===== config.mk =====
export PLATFORM = sky130hd
export DESIGN_NAME = ctrl_dbg
export DESIGN_NICKNAME = d
export VERILOG_FILES = /design/src/rtl/ctrl_dbg.sv
export SDC_FILE = /design/constraint.sdc
export NUM_CORES = 1
export LEC_CHECK = 0
export CORE_ASPECT_RATIO = 0.8
export CORE_UTILIZATION = 50
export DETAILED_ROUTE_END_ITERATION = 16
export GPL_TIMING_DRIVEN = 0
export PLACE_DENSITY_LB_ADDON = 0.15
export SYNTH_ARGS = -nofsm -noshare
export SYNTH_HDL_FRONTEND = slang
export SYNTH_SLANG_ARGS = --single-unit

===== constraint.sdc =====
create_clock -name clock -period 2.3 [get_ports clock]
set_input_delay 0.46 -clock clock [delete_from_list [all_inputs] [get_ports clock]]
set_output_delay 0.46 -clock clock [all_outputs]
set_load 0.01 [all_outputs]

===== src/rtl/ctrl_dbg.sv =====
// ctrl_dbg: CPU control FSM with HALT instruction, debug halt/single-step,
// memory-wait timeout with sticky fault and a retired-instruction counter.
package ctrl_dbg_pkg;
   localparam logic [1:0] MEM_NOP   = 2'd0;
   localparam logic [1:0] MEM_READ  = 2'd1;
   localparam logic [1:0] MEM_WRITE = 2'd2;
   localparam logic [2:0] AR_NOP    = 3'd0;
   localparam logic [2:0] AR_INC    = 3'd1;
   localparam logic       SEL_PC    = 1'b0;
   localparam logic       SEL_MAR   = 1'b1;
   localparam logic [3:0] ALU_THR   = 4'd0;
   localparam logic       REG_NOP   = 1'b0;
   localparam logic       REG_WRITE = 1'b1;
   localparam logic [1:0] REG_A     = 2'd0;
   localparam logic [1:0] MUX_ALU   = 2'd0;
   localparam logic [1:0] MUX_MEM   = 2'd1;

   typedef struct packed {
      logic [1:0] mem;
      logic [2:0] ar;
      logic       asel;
      logic [3:0] alu;
      logic       rop;
      logic [1:0] rin;
      logic [1:0] rs1;
      logic [1:0] rs2;
      logic [1:0] mux;
   } ctl_t;

   localparam ctl_t CTL_IDLE = '{mem: MEM_NOP, ar: AR_NOP, asel: SEL_PC, alu: ALU_THR, rop: REG_NOP,
                                 rin: REG_A, rs1: REG_A, rs2: REG_A, mux: MUX_ALU};
endpackage

module ctrl_dbg
   import ctrl_dbg_pkg::*;
#(
   parameter int DATA_BUS_WIDTH = 8,
   parameter int TIMEOUT_CYCLES = 255,
   parameter int CNT_WIDTH      = 16
) (
   input  logic                      clock,
   input  logic                      reset,
   output logic [1:0]                mem_ctrl_op,
   output logic [2:0]                addr_reg_op,
   output logic                      addr_sel,
   output logic [3:0]                alu_op,
   output logic                      reg_op,
   output logic [1:0]                reg_sel_in,
   output logic [1:0]                reg_sel_1,
   output logic [1:0]                reg_sel_2,
   output logic [1:0]                mux_sel,
   input  logic [DATA_BUS_WIDTH-1:0] bus_data_in,
   input  logic                      mem_op_done,
   input  logic                      flag_carry_in,
   input  logic                      flag_zero_in,
   input  logic                      dbg_halt_req,
   input  logic                      dbg_step,
   output logic                      halted,
   output logic                      fault,
   output logic [CNT_WIDTH-1:0]      retired_count
);
   localparam int TW = $clog2(TIMEOUT_CYCLES + 1);

   typedef enum logic [3:0] {
      ST_FETCH, ST_DECODE, ST_ALU_OP, ST_LDX_RAM, ST_LDX_FLASH,
      ST_LDX_WRITE, ST_JMP_PARAM, ST_INC_PC, ST_HALT, ST_FAULT
   } state_e;

   state_e               state_q, state_d;
   ctl_t                 ctl_q, ctl_d;
   logic [5:0]           ir_q, ir_d;
   logic                 carry_q, carry_d, zero_q, zero_d;
   logic                 halt_instr_q, halt_instr_d, step_q, step_d, fault_q, fault_d;
   logic [CNT_WIDTH-1:0] cnt_q, cnt_d;
   logic [TW-1:0]        tmo_q, tmo_d;
   logic [7:0]           b;
   logic                 taken;

   assign b     = bus_data_in[7:0];
   assign taken = (!b[5] | carry_q) & (!b[4] | zero_q);

   function automatic logic is_wait(state_e s);
      return s inside {ST_DECODE, ST_ALU_OP, ST_LDX_RAM, ST_LDX_FLASH, ST_LDX_WRITE, ST_JMP_PARAM};
   endfunction

   always_ff @(posedge clock or posedge reset) begin
      if (reset) begin
         state_q      <= ST_FETCH;
         ctl_q        <= CTL_IDLE;
         ir_q         <= '0;
         carry_q      <= 1'b0;
         zero_q       <= 1'b0;
         halt_instr_q <= 1'b0;
         step_q       <= 1'b0;
         fault_q      <= 1'b0;
         cnt_q        <= '0;
         tmo_q        <= '0;
      end else begin
         state_q      <= state_d;
         ctl_q        <= ctl_d;
         ir_q         <= ir_d;
         carry_q      <= carry_d;
         zero_q       <= zero_d;
         halt_instr_q <= halt_instr_d;
         step_q       <= step_d;
         fault_q      <= fault_d;
         cnt_q        <= cnt_d;
         tmo_q        <= tmo_d;
      end
   end

   always_comb begin
      state_d      = state_q;
      ir_d         = ir_q;
      carry_d      = carry_q;
      zero_d       = zero_q;
      halt_instr_d = halt_instr_q;
      step_d       = step_q;
      cnt_d        = cnt_q;
      tmo_d        = tmo_q;
      case (state_q)
         ST_FETCH: state_d = ST_DECODE;
         ST_DECODE:
            if (mem_op_done) begin
               ir_d = b[5:0];
               case (b[7:6])
                  2'b00: begin
                     halt_instr_d = halt_instr_q | (b[5:4] == 2'b01);
                     state_d      = ST_INC_PC;
                  end
                  2'b01: state_d = ST_ALU_OP;
                  2'b10: state_d = b[5:4] == 2'b00 ? ST_LDX_RAM :
                                   b[5:4] == 2'b01 ? ST_LDX_WRITE :
                                   b[5:4] == 2'b10 ? ST_LDX_FLASH : ST_INC_PC;
                  default: state_d = taken ? ST_JMP_PARAM : ST_INC_PC;
               endcase
            end
         ST_ALU_OP:
            if (mem_op_done) begin
               carry_d = flag_carry_in;
               zero_d  = flag_zero_in;
               state_d = ST_INC_PC;
            end
         ST_LDX_RAM, ST_LDX_FLASH, ST_LDX_WRITE, ST_JMP_PARAM:
            if (mem_op_done) state_d = ST_INC_PC;
         ST_INC_PC: begin
            cnt_d   = cnt_q + CNT_WIDTH'(1);
            state_d = (dbg_halt_req | halt_instr_q | step_q) ? ST_HALT : ST_FETCH;
         end
         ST_HALT:
            if (dbg_step) begin
               step_d  = 1'b1;
               state_d = ST_FETCH;
            end else if (!dbg_halt_req && !halt_instr_q) state_d = ST_FETCH;
         ST_FAULT: state_d = ST_FAULT;
         default: state_d = ST_FETCH;
      endcase
      // a done arriving on the limit cycle takes the normal path above
      if (is_wait(state_q) && !mem_op_done) begin
         tmo_d = tmo_q + TW'(1);
         if (tmo_d == TW'(TIMEOUT_CYCLES)) state_d = ST_FAULT;
      end
      if (is_wait(state_d) && state_d != state_q) tmo_d = '0;
      if (state_d == ST_HALT) step_d = 1'b0;
      fault_d = fault_q | (state_d == ST_FAULT);
   end

   always_comb begin
      ctl_d = CTL_IDLE;
      case (state_q)
         ST_FETCH: begin
            ctl_d.mem = MEM_READ;
            ctl_d.mux = MUX_MEM;
         end
         ST_DECODE:
            if (mem_op_done)
               case (b[7:6])
                  2'b01: begin
                     ctl_d.alu = b[5:2];
                     ctl_d.rs1 = b[1:0];
                     ctl_d.ar  = AR_INC;
                  end
                  2'b10:
                     case (b[5:4])
                        2'b00: begin
                           ctl_d.asel = SEL_MAR;
                           ctl_d.mem  = MEM_READ;
                        end
                        2'b01: begin
                           ctl_d.asel = SEL_MAR;
                           ctl_d.mem  = MEM_WRITE;
                           ctl_d.rs1  = b[3:2];
                        end
                        2'b10: begin
                           ctl_d.ar  = AR_INC;
                           ctl_d.mem = MEM_READ;
                        end
                        default: ;
                     endcase
                  2'b11: ctl_d.ar = AR_INC;
                  default: ;
               endcase
         ST_ALU_OP:
            if (mem_op_done) begin
               ctl_d.alu = ir_q[5:2];
               ctl_d.rs1 = ir_q[1:0];
               ctl_d.rs2 = b[7:6];
               ctl_d.rin = b[5:4];
               ctl_d.rop = REG_WRITE;
            end
         ST_LDX_RAM, ST_LDX_FLASH:
            if (mem_op_done) begin
               ctl_d.rop = REG_WRITE;
               ctl_d.rin = ir_q[3:2];
               ctl_d.mux = MUX_MEM;
            end
         ST_JMP_PARAM:
            if (mem_op_done) begin
               ctl_d.asel = ir_q[1];
               ctl_d.ar   = b[7:5];
               ctl_d.rs1  = ir_q[3:2];
            end
         ST_INC_PC: ctl_d.ar = AR_INC;
         default: ;
      endcase
   end

   assign mem_ctrl_op   = ctl_q.mem;
   assign addr_reg_op   = ctl_q.ar;
   assign addr_sel      = ctl_q.asel;
   assign alu_op        = ctl_q.alu;
   assign reg_op        = ctl_q.rop;
   assign reg_sel_in    = ctl_q.rin;
   assign reg_sel_1     = ctl_q.rs1;
   assign reg_sel_2     = ctl_q.rs2;
   assign mux_sel       = ctl_q.mux;
   assign halted        = state_q == ST_HALT;
   assign fault         = fault_q;
   assign retired_count = cnt_q;
endmodule


---- Word-level counts from Yosys, hierarchy flattened ----
Index checks and enable logic that the tools add are counted.
storage, ports and cells
  register bits ........................... 58
  output and inout bits ................... 37
cells by class
  add/subtract/negate cells ............... 2
  bitwise gates (word level) .............. 7
  eq/ne operators ......................... 24
  muxes and demuxes ....................... 42
  reduce and logical (&&, ||, !) cells .... 25
operators by type and width
  cell                   count
  $mux 4                 9
  $eq 4x3->1 const B     7
  $pmux 4 s6             1
  $pmux 3 s3             2
  $add 16x1->16 const B  1
  $eq 4x2->1 const B     4
  $eq 4x4->1 const B     4
  $mux 8                 2
  $mux 2                 7
  $pmux 2 s2             3
  $reduce_bool 6->1      2
  $mux 11                1
  $mux 10                1
  $add 8x1->8 const B    1
  $eq 4x1->1 const B     2
  $eq 8x8->1 const B     1
  $mux 1                 8
  $pmux 4 s2             1
  $reduce_or 2->1        4
  $eq 2x2->1 const B     3
  $mux 3                 2
  $or 1x1->1             6
  $pmux 1 s2             3
  $pmux 2 s3             1
  other kinds (12)       24

---- Depth between registers and ports, before layout ----
  depth after elaboration ................. 13
  mapped depth ............................ 9
  gate-level depth less buffers ........... 8

---- Least setup slack after synthesis ----
Ideal clock, no wire load.
  path kind ............................... input to register
  start ................................... input bus_data_in[6]
  end ..................................... register tmo_q[0]
  library setup time ...................... 0.134 ns
  path slack .............................. 0.034 ns
  stages on the path ...................... 9
  arrival ................................. 2.133 ns
  buffers on the path ..................... 1
  path through ............................ inv_1 > ha_1 > buf_6 > inv_4 > o2111a_1 > or4_4 > and4b_4 > a221oi_4 > nor2_1
between the ends
  longest elaborated chain between the ends .. 10
  elaborated cells between the ends (all ways) .. 19
  classes of those cells .................. eq/ne: 9; mux: 6; reduce/logical: 4
RTL lines
  what                                                line  text
  from (decl)                                         52    input logic [DATA_BUS_WIDTH-1:0] bus_data_in,
  $eq 2x2->1, or another cell as far along            126   case (b[7:6])
  $pmux 3 s3 (*)                                      126
  $mux 4 (*)                                          124   if (mem_op_done) begin
  $pmux 4 s6 (*)                                      121   case (state_q)
  $mux 4                                              161   if (tmo_d == TW'(TIMEOUT_CYCLES)) state_d = ST_FAULT;
  $mux 4 (*)                                          159   if (is_wait(state_q) && !mem_op_done) begin
  $eq 4x1->1, or another cell as far along            83    return s inside {ST_DECODE, ST_ALU_OP, ST_LDX_RAM, ST_LDX_FLASH, ST_LDX_WRITE, ST_JMP_PARAM};
  $reduce_bool 6->1                                   83
  $logic_and 1x1->1 (*)                               163   if (is_wait(state_d) && state_d != state_q) tmo_d = '0;
  $mux 8 / $reduce_bool 2->1 (equally long branches)  n/a
  to (signal assigned)                                108   tmo_q <= tmo_d;
  to (decl)                                           75    logic [TW-1:0] tmo_q, tmo_d;
Every way passes the cells marked *; elsewhere a longest branch is shown, timed or not.
A chain may end at the register's enable or synchronous reset.

---- Worst setup path in the final report ----
  start ................................... input bus_data_in[7]
  end ..................................... register tmo_q[7]
Same word-level chain as after synthesis.

==> impl_table.tex <==
\begin{tabular}{lr}
\hline
Metric & Value \\
\hline
\multicolumn{2}{l}{\textbf{Final layout}} \\
Finished Cell Area & 3777 um\^{}2 \\
Inserted Diodes & 0 \\
Post-layout net count & 364 \\
Post-synthesis to final-layout area growth & 27.65\% \\
Number of filler instances in the final layout & 463 \\
Ratio of cells with drive above 1 in the final layout & 0.1983 \\
Final Instance Count excl. Fillers & 421 \\
\multicolumn{2}{l}{\textbf{Clock network}} \\
Number of buffers on the longest clock path & 2 \\
Root buffer cell & clkbuf\_8 \\
Clk\_lat worst skew & 0.34 ns \\
Worst-path clk slew & 0.07 ns \\
CTS tree & built \\
Number of levels the H-tree was split into & 3 \\
Clock buffer count from CTS & 9 \\
Clock sink count & 57 \\
\multicolumn{2}{l}{\textbf{STA}} \\
Minimum period implied by the final worst setup slack & 2.238 ns \\
Transition time at the pin with the least slew margin & 0.6669 ns \\
Clock Skew & approximately 0.0096 ns \\
Final hold violation count & 0 \\
Worst max-slew margin expressed relative to the limit & 0.5530 \\
Share of the clock period used by the worst path & 0.9729 \\
Unrepaired setup endpoints after global routing & no \\
Hold Worst Slack & roughly 0.48 ns \\
Final Setup Violations & 0 \\
Post-layout worst setup margin & 0.06240 ns \\
Total count of max-transition violations in the final report & 0 \\
Highest clock rate & 446.9 MHz \\
\multicolumn{2}{l}{\textbf{Synth}} \\
Cell area after synthesis & 2959 um\^{}2 \\
Mean cell area of the mapped netlist & 10.80 um\^{}2 \\
Top area cells in the synthesized netlist & dfrtp\_1 (48\%), ha\_1 (4.7\%), xnor2\_1 (3.6\%), mux2\_2 (3.4\%), xor2\_1 (3.3\%) \\
Yosys reg bits & 57 \\
Async SR Flop Fraction & 1.000 \\
Cells after Synth & around 270 \\
Number of flops mapped to enable cells by yosys & 0 \\
Sequential area share after synthesis & 0.4820 \\
Net count after synthesis & 300 \\
Warnings, synthesis & 0 \\
Count of cell types in the netlist & 60 \\
Top cells by instance count after synthesis & dfrtp\_1 (57), nor2\_1 (23), nand2\_1 (17), inv\_1 (12), xnor2\_1 (12) \\
Most instantiated library cell after synthesis & dfrtp\_1 \\
Post-synth top area share & 0.4820 \\
Synth Flop Type & dfrtp\_1 \\
Yosys top cell by area & dfrtp\_1 \\
\multicolumn{2}{l}{\textbf{Routing}} \\
Routed Antenna Nets & 0 \\
Post-detailed-route DRC marker count & 0 \\
Average detailed-routed wire length per instance & around 15 um \\
Vias & 2288 \\
Drt first-iter violations & 180 \\
Drt total wl & 6175 um \\
Mean number of vias per cell & 5.435 \\
Length of the first detailed-routing pass in iterations & 4 \\
\multicolumn{2}{l}{\textbf{Placement}} \\
Placed instance area & 3567 um\^{}2 \\
Worst slack at placement & -0.8419 ns \\
RePlAce Congestion & roughly 0.85 \\
Buffers on Ports & 49 \\
Detailed Place HPWL & 4494 um \\
Number of placed cells counting well taps & 402 \\
\multicolumn{2}{l}{\textbf{Power and ir drop}} \\
Power per Cell Area & 1079 nW/um\^{}2 \\
Peak supply drop & 692.9 uV \\
Leakage & 1.667 nW \\
Total power of the final layout & 4.075 mW \\
\multicolumn{2}{l}{\textbf{Setup path}} \\
Critical-path cell list & clkdlybuf4s15\_1 > ha\_2 > buf\_6 > inv\_4 > o2111a\_1 > or4\_4 > and4b\_4 > a221oi\_4 > buf\_12 > nor2\_1 \\
Cell with the largest stage delay on the worst path & or4\_4 \\
Cell family with most CP delay & simple AND/OR/NAND/NOR gates \\
Buf/Inv on CP & 4 \\
Endpoint required time on the critical path & 2.52 ns \\
Kind of capture point of the worst setup path & flop \\
Critical Setup Path Class & primary input to flop \\
Maximum net fanout on the critical path & 8 \\
Critical path data arrival time & $\sim$2.5 ns \\
Largest stage delay, worst path & 0.49 ns \\
Launching element type of the critical path & primary input \\
\multicolumn{2}{l}{\textbf{Floorplanning}} \\
Initial Util & 0.5298 \\
Die span in y & 70.81 um \\
Number of placed I/O pins & 52 \\
Std-Cell Rows & 24 \\
Width of the die & 88.01 um \\
Standard cell core area & $\sim$5600 um\^{}2 \\
Die area & 6232 um\^{}2 \\
\multicolumn{2}{l}{\textbf{Global routing}} \\
Via count of the first global-routing pass & 2066 \\
Number of antenna violations at the first check in global routing & 0 \\
Largest net degree at the start of global routing & 30 \\
Remaining global-route overflow & 0 \\
Tot GR Track Use & 0.2194 \\
Wire length of the first global-routing pass & slightly above 10000 um \\
\multicolumn{2}{l}{\textbf{Status}} \\
Outcome & finished clean \\
\multicolumn{2}{l}{\textbf{Worst hold path}} \\
Class of the tightest hold or removal check & flop to flop \\
\multicolumn{2}{l}{\textbf{Flow run}} \\
Number of violations of the max-capacitance limit & 0 \\
\hline
\end{tabular}
## worst paths after layout
check,from,to,slack [ns],cells past startpoint
worst max-delay path,bus_data_in[7],tmo_q[7],0.06,10
worst min-delay path,retired_count[15],retired_count[15],0.48,1
worst max register to register,state_q[2],state_q[1],0.14,7
worst min register to register,retired_count[15],retired_count[15],0.48,1
max in group asynchronous,reset,retired_count[10],1.22,3
min in group asynchronous,reset,addr_sel,0.52,2
## per-stage QoR
| step | setup TNS (ns) | utilization |
|---|---|---|
| floorplan | 0 | - |
| global placement | -38.52 | 0.6351 |
| detailed placement | -7.412 | 0.6387 |
| CTS | 0 | 0.6745 |
| global route | 0 | 0.6763 |
| finish | 0 | 0.6763 |
## registers in the layout (all words and copies together), names as in the netlist, 2 cells and up
signal	flops
reg_sel_in	2
mem_ctrl_op	2
ir_q	6
tmo_q	8
alu_op	4
retired_count	16
addr_reg_op	3
state_q	4
reg_sel_2	2
reg_sel_1	2
## placed cells by master (no fill, tap or decap), drive strengths merged, types with 2 or more instances in the layout
| cell type | instances |
|---|---|
| nand2b | 7 |
| xnor2 | 12 |
| nand3b | 2 |
| a31oi | 2 |
| clkinv | 4 |
| nand2 | 17 |
| or3 | 3 |
| a211o | 2 |
| mux2 | 9 |
| buf | 18 |
| nor4 | 6 |
| xor2 | 11 |
| a21o | 2 |
| nand4 | 9 |
| ha | 11 |
| or2 | 3 |
| nand3 | 7 |
| a22oi | 3 |
| clkdlybuf4s50 | 44 |
| dfrtp | 57 |
| and3 | 3 |
| mux2i | 2 |
| clkbuf | 13 |
| a32o | 7 |
| a211oi | 4 |
| and4 | 2 |
| a32oi | 2 |
| nor2 | 24 |
| a21oi | 9 |
| o21ai | 7 |
| or4 | 2 |
| inv | 13 |
| and2 | 2 |
| and4b | 2 |
| nor3 | 7 |
## layout make-up
type	count	area [um^2]	share of cell area
flip-flops and latches	57	1426	0.3776
inverters	13	51.30	0.01358
plain buffers	12	97.59	0.02584
well taps	78	97.59	0.02584
clock inverters	5	31.28	0.008281
clock buffers	11	141.4	0.03743
repair buffers	54	536.8	0.1421
multi-input cells	191	1395	0.3693
## worst register-to-register path, delay by kind of cell, from the launching register on
family	cells	cell delay [ns]
simple gates	4	1.04
compound gates	2	0.41
buf+inv	1	0.20
flops	1	0.41
## power breakdown
group	internal [mW]	switching (mW)
sequential	1.25	0.190
clock	0.416	0.396
combinational	0.911	0.915
## logic make-up (layout without fill, tap and decap cells)
logic type / after synthesis / in the layout / synth area share
AO/OA/AOI/OAI: 46 / 46 / 0.1235
XOR/XNOR: 23 / 23 / 0.06808
adder cells (fa/ha/maj): 11 / 11 / 0.04651
buffers and inverters: 26 / 95 / 0.05158
flip-flops: 57 / 57 / 0.4820
multiplexers: 11 / 11 / 0.04102
other: 1 / 1 / 0.001267
AND/OR/NAND/NOR: 99 / 99 / 0.1860
## routing by layer
| layer | GRT usage | up-vias | wire length (um) |
|---|---|---|---|
| li1 | - | 1109 | - |
| met1 | 0.3310 | 1096 | 3159 |
| met2 | 0.3015 | 74 | 2572 |
| met3 | 0.05951 | 9 | 354 |
| met4 | 0.08065 | 0 | 89 |
| met5 | 0 | - | 0 |
## repair_timing
action / 4_1_cts / 5_1_grt
pin swaps: 1 / 0
endpoints found under the setup margin: 9 / 10
buffers inserted: 2 / 2
resized for setup: 11 / 11
hold buffers: 0 / 0
No activity file was read; power rests on OpenSTA's default activity.
